===== src/rtl/nbit_demux_ctrl_pkg.sv =====
// Shared encodings for the 1-to-2 word router: drain FSM states and route select values.
package nbit_demux_ctrl_pkg;

  typedef enum logic [1:0] {
    ST_RUN   = 2'd0,
    ST_DRAIN = 2'd1,
    ST_DONE  = 2'd2
  } state_e;

  // inSel value per destination; also used as the index of that output's queue.
  localparam logic ROUTE_FIRST  = 1'b1;
  localparam logic ROUTE_SECOND = 1'b0;

endpackage


===== src/rtl/nbit_sync_fifo.sv =====
// Small synchronous FIFO with a registered head word. The head register keeps the
// last popped word when the queue runs empty, so the consumer-facing data never glitches.
module nbit_sync_fifo #(
  parameter int N     = 32,
  parameter int DEPTH = 2,
  parameter int CW    = 2
) (
  input  logic          clk,
  input  logic          rst_n,
  input  logic          push,
  input  logic          pop,
  input  logic          clear,
  input  logic [N-1:0]  din,
  output logic [N-1:0]  head,
  output logic          full,
  output logic          empty,
  output logic [CW-1:0] count
);

  localparam int AW = $clog2(DEPTH);

  logic [N-1:0]  mem [DEPTH];
  logic [AW-1:0] wptr, rptr;
  logic          do_push, do_pop;

  assign full    = (count == CW'(DEPTH));
  assign empty   = (count == '0);
  assign do_push = push & ~full;
  assign do_pop  = pop & ~empty;

  // Storage array; contents only matter where count says they are valid, so no reset.
  always_ff @(posedge clk) begin
    if (do_push && !clear) mem[wptr] <= din;
  end

  // Pointers, occupancy and head register. Pointers wrap naturally since DEPTH is 2^AW.
  always_ff @(posedge clk or negedge rst_n) begin
    if (!rst_n) begin
      wptr  <= '0;
      rptr  <= '0;
      count <= '0;
      head  <= '0;
    end else if (clear) begin
      wptr  <= '0;
      rptr  <= '0;
      count <= '0;
    end else begin
      if (do_push) wptr <= wptr + AW'(1);
      if (do_pop)  rptr <= rptr + AW'(1);
      case ({do_push, do_pop})
        2'b10:   count <= count + CW'(1);
        2'b01:   count <= count - CW'(1);
        default: count <= count;
      endcase
      // Next head comes from storage if a second word exists, else from the incoming word.
      if (do_pop && count > CW'(1))
        head <= mem[rptr + AW'(1)];
      else if (do_push && (empty || (do_pop && count == CW'(1))))
        head <= din;
    end
  end

endmodule


===== src/rtl/nbit_demux_ctrl.sv =====
// Handshaked 1-to-2 router. Each accepted word is queued for the output picked by inSel;
// a drain FSM can stop intake and report once both queues have emptied.
module nbit_demux_ctrl
  import nbit_demux_ctrl_pkg::*;
#(
  parameter int N     = 32,
  parameter int DEPTH = 2,
  parameter int CW    = 2
) (
  input  logic          clk,
  input  logic          rst_n,
  input  logic          inValid,
  output logic          inReady,
  input  logic [N-1:0]  inData,
  input  logic          inSel,
  output logic          firstValid,
  input  logic          firstReady,
  output logic [N-1:0]  firstData,
  output logic          secondValid,
  input  logic          secondReady,
  output logic [N-1:0]  secondData,
  input  logic          flush,
  input  logic          drainReq,
  output logic          drainDone,
  output logic [CW-1:0] firstCount,
  output logic [CW-1:0] secondCount
);

  state_e               state, state_nxt;
  logic                 accept;
  logic [1:0]           push, pop, full, empty, rdy;
  logic [1:0][N-1:0]    head;
  logic [1:0][CW-1:0]   cnt;

  // Queue index equals the inSel route value: [1] = first, [0] = second.
  assign rdy    = {firstReady, secondReady};
  assign accept = inValid & inReady;

  for (genvar g = 0; g < 2; g++) begin : g_q
    assign push[g] = accept & (inSel == 1'(g));
    assign pop[g]  = rdy[g] & ~empty[g];
    nbit_sync_fifo #(.N(N), .DEPTH(DEPTH), .CW(CW)) u_q (
      .clk   (clk),
      .rst_n (rst_n),
      .push  (push[g]),
      .pop   (pop[g]),
      .clear (flush),
      .din   (inData),
      .head  (head[g]),
      .full  (full[g]),
      .empty (empty[g]),
      .count (cnt[g])
    );
  end

  assign firstValid  = ~empty[ROUTE_FIRST];
  assign firstData   = head[ROUTE_FIRST];
  assign firstCount  = cnt[ROUTE_FIRST];
  assign secondValid = ~empty[ROUTE_SECOND];
  assign secondData  = head[ROUTE_SECOND];
  assign secondCount = cnt[ROUTE_SECOND];

  // Drain FSM state register.
  always_ff @(posedge clk or negedge rst_n) begin
    if (!rst_n) state <= ST_RUN;
    else        state <= state_nxt;
  end

  // Drain FSM transitions; requests outside RUN are ignored.
  always_comb begin
    state_nxt = state;
    case (state)
      ST_RUN:   if (drainReq) state_nxt = ST_DRAIN;
      ST_DRAIN: if (flush || (empty[0] && empty[1])) state_nxt = ST_DONE;
      ST_DONE:  state_nxt = ST_RUN;
      default:  state_nxt = ST_RUN;
    endcase
  end

  // Intake gating and drain completion pulse, both decoded from registered state.
  always_comb begin
    inReady   = (state == ST_RUN) & ~flush & ~full[inSel];
    drainDone = (state == ST_DONE);
  end

endmodule


===== config.mk =====
export PLATFORM = sky130hd
export DESIGN_NAME = nbit_demux_ctrl
export DESIGN_NICKNAME = d
export VERILOG_FILES = /design/src/rtl/nbit_demux_ctrl_pkg.sv /design/src/rtl/nbit_sync_fifo.sv /design/src/rtl/nbit_demux_ctrl.sv
export SDC_FILE = /design/constraint.sdc
export NUM_CORES = 1
export LEC_CHECK = 0
export CORE_UTILIZATION = 59
export DETAILED_ROUTE_END_ITERATION = 10
export PLACE_DENSITY_LB_ADDON = 0.25
export SLEW_MARGIN = 20
export SYNTH_ARGS = -nofsm -noshare
export SYNTH_HDL_FRONTEND = slang
export SYNTH_SLANG_ARGS = --single-unit

===== constraint.sdc =====
create_clock -name clk -period 4.6 [get_ports clk]
set_clock_uncertainty 0.05 [all_clocks]
set_input_delay 0.92 -clock clk [delete_from_list [all_inputs] [get_ports clk]]
set_output_delay 0.92 -clock clk [all_outputs]
set_load 0.005 [all_outputs]

Word-level counts from Yosys, hierarchy flattened. Memory sizes are Yosys's and may differ from the RTL's. Index checks and enable logic that the tools add are counted.

Add/sub/neg operators: 8. Magnitude comparators: 3. Eq/ne operators: 12. Multiplexer cells: 25. Bitwise operators: 18. Reductions and logical operators: 27.

Operators by type and width (count): 2-to-1 mux 32 bit (4); 2-to-1 mux 1 bit (14); case mux 2 bit (2 select lines) (3); nonzero test 2 bit (6); AND 1 bit (11); == test 2 x 1 -> 1 bit, second input constant (5); == test 2 bit, second input constant (5); logical AND 1 bit (9); 2-to-1 mux 2 bit (4); inverter 1 bit (7); zero test 2 bit (3); AND reduction 2 bit (3); nonzero test 3 bit (2); adder 1 bit, second input constant (4); adder 2 x 1 -> 2 bit, second input constant (2); > comparator 2 x 1 -> 1 bit, second input constant (2); inequality test 2 bit, second input constant (2); subtractor 2 x 1 -> 2 bit, second input constant (2); logical OR 1 bit (3); < comparator 1 x 2 -> 1 bit, second input constant (1); zero test 1 bit (1).

Bits in registers: 74. RAM bits: 128. Output and inout port bits: 72. Logic and storage cells: 104. Memories: 2.

Memory list: g_q[0].u_q.mem (depth 2, bits a word 32, read ports 1, clocked after Yosys merged registers in 0, wr ports 1, line nbit_sync_fifo.sv:22) `logic [N-1:0] mem [DEPTH];`; g_q[1].u_q.mem (depth 2, bits a word 32, read ports 1, clocked after Yosys merged registers in 0, wr ports 1, line nbit_sync_fifo.sv:22).

Logic depth before layout (Yosys ltp).
Depth after elaboration: 11. Mapped depth: 8.

Hierarchy. A second synthesis with hierarchy kept.

Cell total of the unflattened synthesis: 644. Area total of the unflattened synthesis: 9012.4 sq um.

Modules (own cells, without submodules): nbit_sync_fifo (instances 2, cells each 313, area each 4423.0 sq um); nbit_demux_ctrl (instances 1, cells each 18, area each 166.4 sq um).

Worst setup path before layout. Ideal clock, no wire load.

Path kind: input-to-reg. Start point: in flush. End point: mem g_q[1].u_q.mem[0][0], enable pin. Setup time: 0.421 ns. Arrival: 3.086 ns. Data required time: 4.129 ns. Path slack: 1.043 ns. Stages: 4. Path buffers: 1. Path through: buf_4 -> nor4b_4 -> nand2_1 -> nor2_1.

Cells in the longest elaborated chain, start to end: 9. Elaborated cells on any way between the ends: 10.

Ends and longest elaborated chain: start, declared (line nbit_demux_ctrl.sv:22) `input logic flush,`; inverter 1 bit (no source line); AND 1 bit (2 in series) (line nbit_demux_ctrl.sv:82) `inReady = (state == ST_RUN) & ~flush & ~full[inSel];`; AND 1 bit (line nbit_demux_ctrl.sv:37) `assign accept = inValid & inReady;`; AND 1 bit (line nbit_demux_ctrl.sv:40) `assign push[g] = accept & (inSel == 1'(g));`; AND 1 bit (line nbit_sync_fifo.sv:28) `assign do_push = push & ~full;`; logical AND 1 bit * (line nbit_sync_fifo.sv:33) `if (do_push && !clear) mem[wptr] <= din;`; 2-to-1 mux 1 bit * (line nbit_sync_fifo.sv:33); 2-to-1 mux 1 bit (not written as such) * (line nbit_sync_fifo.sv:33); end, declared (line nbit_sync_fifo.sv:22).

Every way passes the cells marked *; elsewhere a longest branch is shown, timed or not.

Final worst setup path.
Start point: in inSel. End point: out inReady.

Cells in the longest elaborated chain, start to end: 4.

Ends and longest elaborated chain: start, declared (line nbit_demux_ctrl.sv:15) `input logic inSel,`; 2-to-1 mux 1 bit (not written as such) (2 in series) (line nbit_demux_ctrl.sv:82); inverter 1 bit (line nbit_demux_ctrl.sv:82); AND 1 bit (line nbit_demux_ctrl.sv:82); end, declared (line nbit_demux_ctrl.sv:13) `output logic inReady,`.

No other way between the ends. The select of a mux whose other input is x is not followed.

==> impl_metrics.py <==
metrics = {
    "drt": {
        "drt_pass1_iterations": 5,
        "vias": 5149,
        "wl_per_cell_um": 18.1,
        "first_iter_violations": 382,
        "drc": 0,
        "drt-total-wl_mm": 16.6,
        "avgViaCountPerCell": 5.64,
        "ant_nets": 0,
    },
    "floorplan": {
        "core_area_um2": 13300,
        "die_h_um": 119,
        "die_area_um2": 14100,
        "start_util_pct": 60.5,
        "ios": 112,
        "fp.dieW_um": 119,
        "rows": 42,
    },
    "sta": {
        "finalCritPeriodShare_pct": 78.2,
        "setup_viol": 0,
        "tns_ns": 0,
        "hold_viol_final": 0,
        "period_minus_slack_ns": 3.60,
        "fmax_mhz": 278,
        "tightest_slew_ns": 1.08,
        "grt_setup_unrepaired": "no",
        "slew_viol_final": 0,
        "relSlewSlack_pct": 28.3,
    },
    "final_layout": {
        "syn_to_final_growth_pct": 23.8,
        "drive_gt1_share_pct": 5.83,
        "finalNonFillerCells": 913,
        "finalNetCount": 769,
        "n_antenna_cell": 0,
    },
    "synth": {
        "synth_enable_flop_cells": 128,
        "yosys.area.top_type": "edfxtp_1",
        "synth_nets": 664,
        "yosysMostFrequentCell": "nand2_1",
        "ys_seq_area_share_pct": 70.8,
        "ys_seq_elements": 202,
        "synth_top_area_share_pct": 47.8,
        "syn_inst": 618,
        "yosys-top-cells-count": "nand2_1, edfxtp_1, o21ai_0",
        "synth_warnings": 0,
        "synth.area.top_cells": "edfxtp_1, dfrtp_1, mux2i_1",
        "avgSynthCellArea_um2": 13.0,
        "synth_ff_type": "edfxtp_1",
        "async_flop_share_pct": 36.6,
        "synth.distinct_cells": 30,
        "synth_area_um2": 8050,
    },
    "pwr": {
        "peakVddDrop_v": 0.000389,
        "total_leakage_power_nw": 3.58,
        "power_density_nw_per_um2": 560,
    },
    "place": {
        "io_buffers": 111,
        "gp_congestion": 0.761,
        "place_hpwl_mm": 9.85,
        "dp.cells": 876,
    },
    "worst_setup_path": {
        "critPathRequiredTime_ns": 3.63,
        "crit_top_cell": "clkdlybuf4s50_1",
        "critPathLaunchType": "input port",
        "endpoint_kind": "output port",
        "worstPathMaxFanout": 6,
        "crit_slowest_cell": "clkdlybuf4s50_1",
        "slowest_delay_ns": 0.55,
        "path_cells": "clkdlybuf4s50_1, nor2b_1, nor2_1, nor4_1, clkdlybuf4s50_1",
        "worstPathArrival_ns": 2.63,
        "worst-setup-path-type": "in -> out",
    },
    "clocking": {
        "path_clk_slew_ns": 0.06,
        "postCtsSetupBuffers": 0,
        "cts_resized": 0,
        "ctsRootBufferMaster": "clkbuf_16",
        "cts_tree": "built",
        "cts_buffers": 21,
        "h-tree-depth": 1,
        "clock-sinks": 202,
        "cts_hold_buf": 0,
        "max-clock-path-buffers": 3,
        "clock_latency_ns": 0.47,
    },
    "outcome": {
        "outcome": "finished, final reports clean",
    },
    "global_routing": {
        "grt_max_degree": 75,
        "grt_pass1_vias": 5264,
        "grt_usage_pct": 24.3,
        "grt_pass1_wl_mm": 26.9,
        "grt-ovfl-total": 0,
        "antenna_found_initial": 0,
    },
    "run": {
        "drv_cap": 0,
    },
    "min_path": {
        "hp-class": "reg -> reg",
    },
}
stage by stage:
stage / util (%) / worst slack, ns / hold slack [ns] / area, um2 / power [W]
floorplan: - / 1.04 / 0.423 / 8050 / 0.00323
global placement: 70.3 / 1.03 / 0.411 / 9350 / 0.00403
detailed placement: 70.3 / 1.02 / 0.423 / 9350 / 0.00410
CTS: 74.9 / 1.02 / 0.436 / 9960 / 0.00562
global route: 74.9 / 0.914 / 0.450 / 9960 / 0.00587
finish: 74.9 / 1.00 / 0.430 / 9960 / 0.00558
sequential cells by signal (all words and copies together) (netlist names):
signal,flops
g_q.u_q.count,4
g_q.u_q.head,64
g_q.u_q.mem,128
g_q.u_q.rptr,2
g_q.u_q.wptr,2
state,2
layout by cell type (no fill, tap or decap), drive strengths merged:
cell / count
nand2b: 1
xnor2: 5
a211oi: 2
a211o: 1
nor4b: 1
dfrtp: 74
a21oi: 3
edfxtp: 128
nand3: 4
mux2i: 65
and3: 3
xor2: 1
a21o: 2
nor3b: 1
o21ai: 130
clkinv: 5
inv: 7
nand2: 130
nor2: 9
nor4bb: 2
clkdlybuf4s50: 110
a32oi: 2
nor4: 1
o211ai: 1
ha: 6
nor2b: 3
maj3: 1
buf: 7
clkbuf: 32
path summary, 6_finish.rpt:
kind / cells past startpoint / slack [ns] / startpoint / end
min in group asynchronous: 1 / 0.54 / rst_n / state[1]$_DFFE_PN0P_
setup reg to reg: 6 / 1.99 / g_q[1].u_q.count[1]$_DFFE_PN0P_ / g_q[1].u_q.head[20]$_DFFE_PN0P_
max in group asynchronous: 1 / 3.28 / rst_n / g_q[0].u_q.rptr$_DFFE_PN0P_
setup / recovery: 5 / 1.00 / inSel / inReady
hold reg to reg: 2 / 0.43 / g_q[1].u_q.head[12]$_DFFE_PN0P_ / g_q[1].u_q.head[12]$_DFFE_PN0P_
hold / removal: 2 / 0.43 / g_q[1].u_q.head[12]$_DFFE_PN0P_ / g_q[1].u_q.head[12]$_DFFE_PN0P_
cell type report:
class,instances,area [um2]
fillers,855,3330
flip-flops and latches,202,5700
repair buffers,117,1150
inverters,7,26.3
multi-input cells,374,2250
clock inverters,5,18.8
clock buffers,32,597
well taps,176,220
cells by family (layout without fill, tap and decap cells):
| family | Yosys count | in the layout | synth area share, % |
|---|---|---|---|
| XOR/XNOR | 6 | 6 | 0.653 |
| AND/OR/NAND/NOR | 155 | 155 | 8.03 |
| multiplexers | 65 | 65 | 8.09 |
| flip-flops | 202 | 202 | 70.8 |
| buffers and inverters | 42 | 161 | 2.13 |
| AO/OA/AOI/OAI | 141 | 141 | 9.25 |
| adder cells (fa/ha/maj) | 7 | 7 | 1.06 |
routing by layer:
layer	GRT usage (%)	vias up	wire length, um	share of wire (%)
li1	-	2421	-	-
met1	33.1	2546	7100	43
met2	41.6	155	8400	51
met3	3.43	27	804	4.9
met4	5.93	0	250	1.5
met5	0	-	0	0
report_power, final:
part           internal [W]  switching [W]  leakage, nW
clock network      0.000887       0.000629        0.298
logic              0.000850       0.000635         1.19
registers           0.00228       0.000306         2.09
critical path: cells and delay by family:
kind	cells	cell delay, ns
buf+inv	2	1.02
simple gates	3	0.68
(Power assumes the default switching activity.)
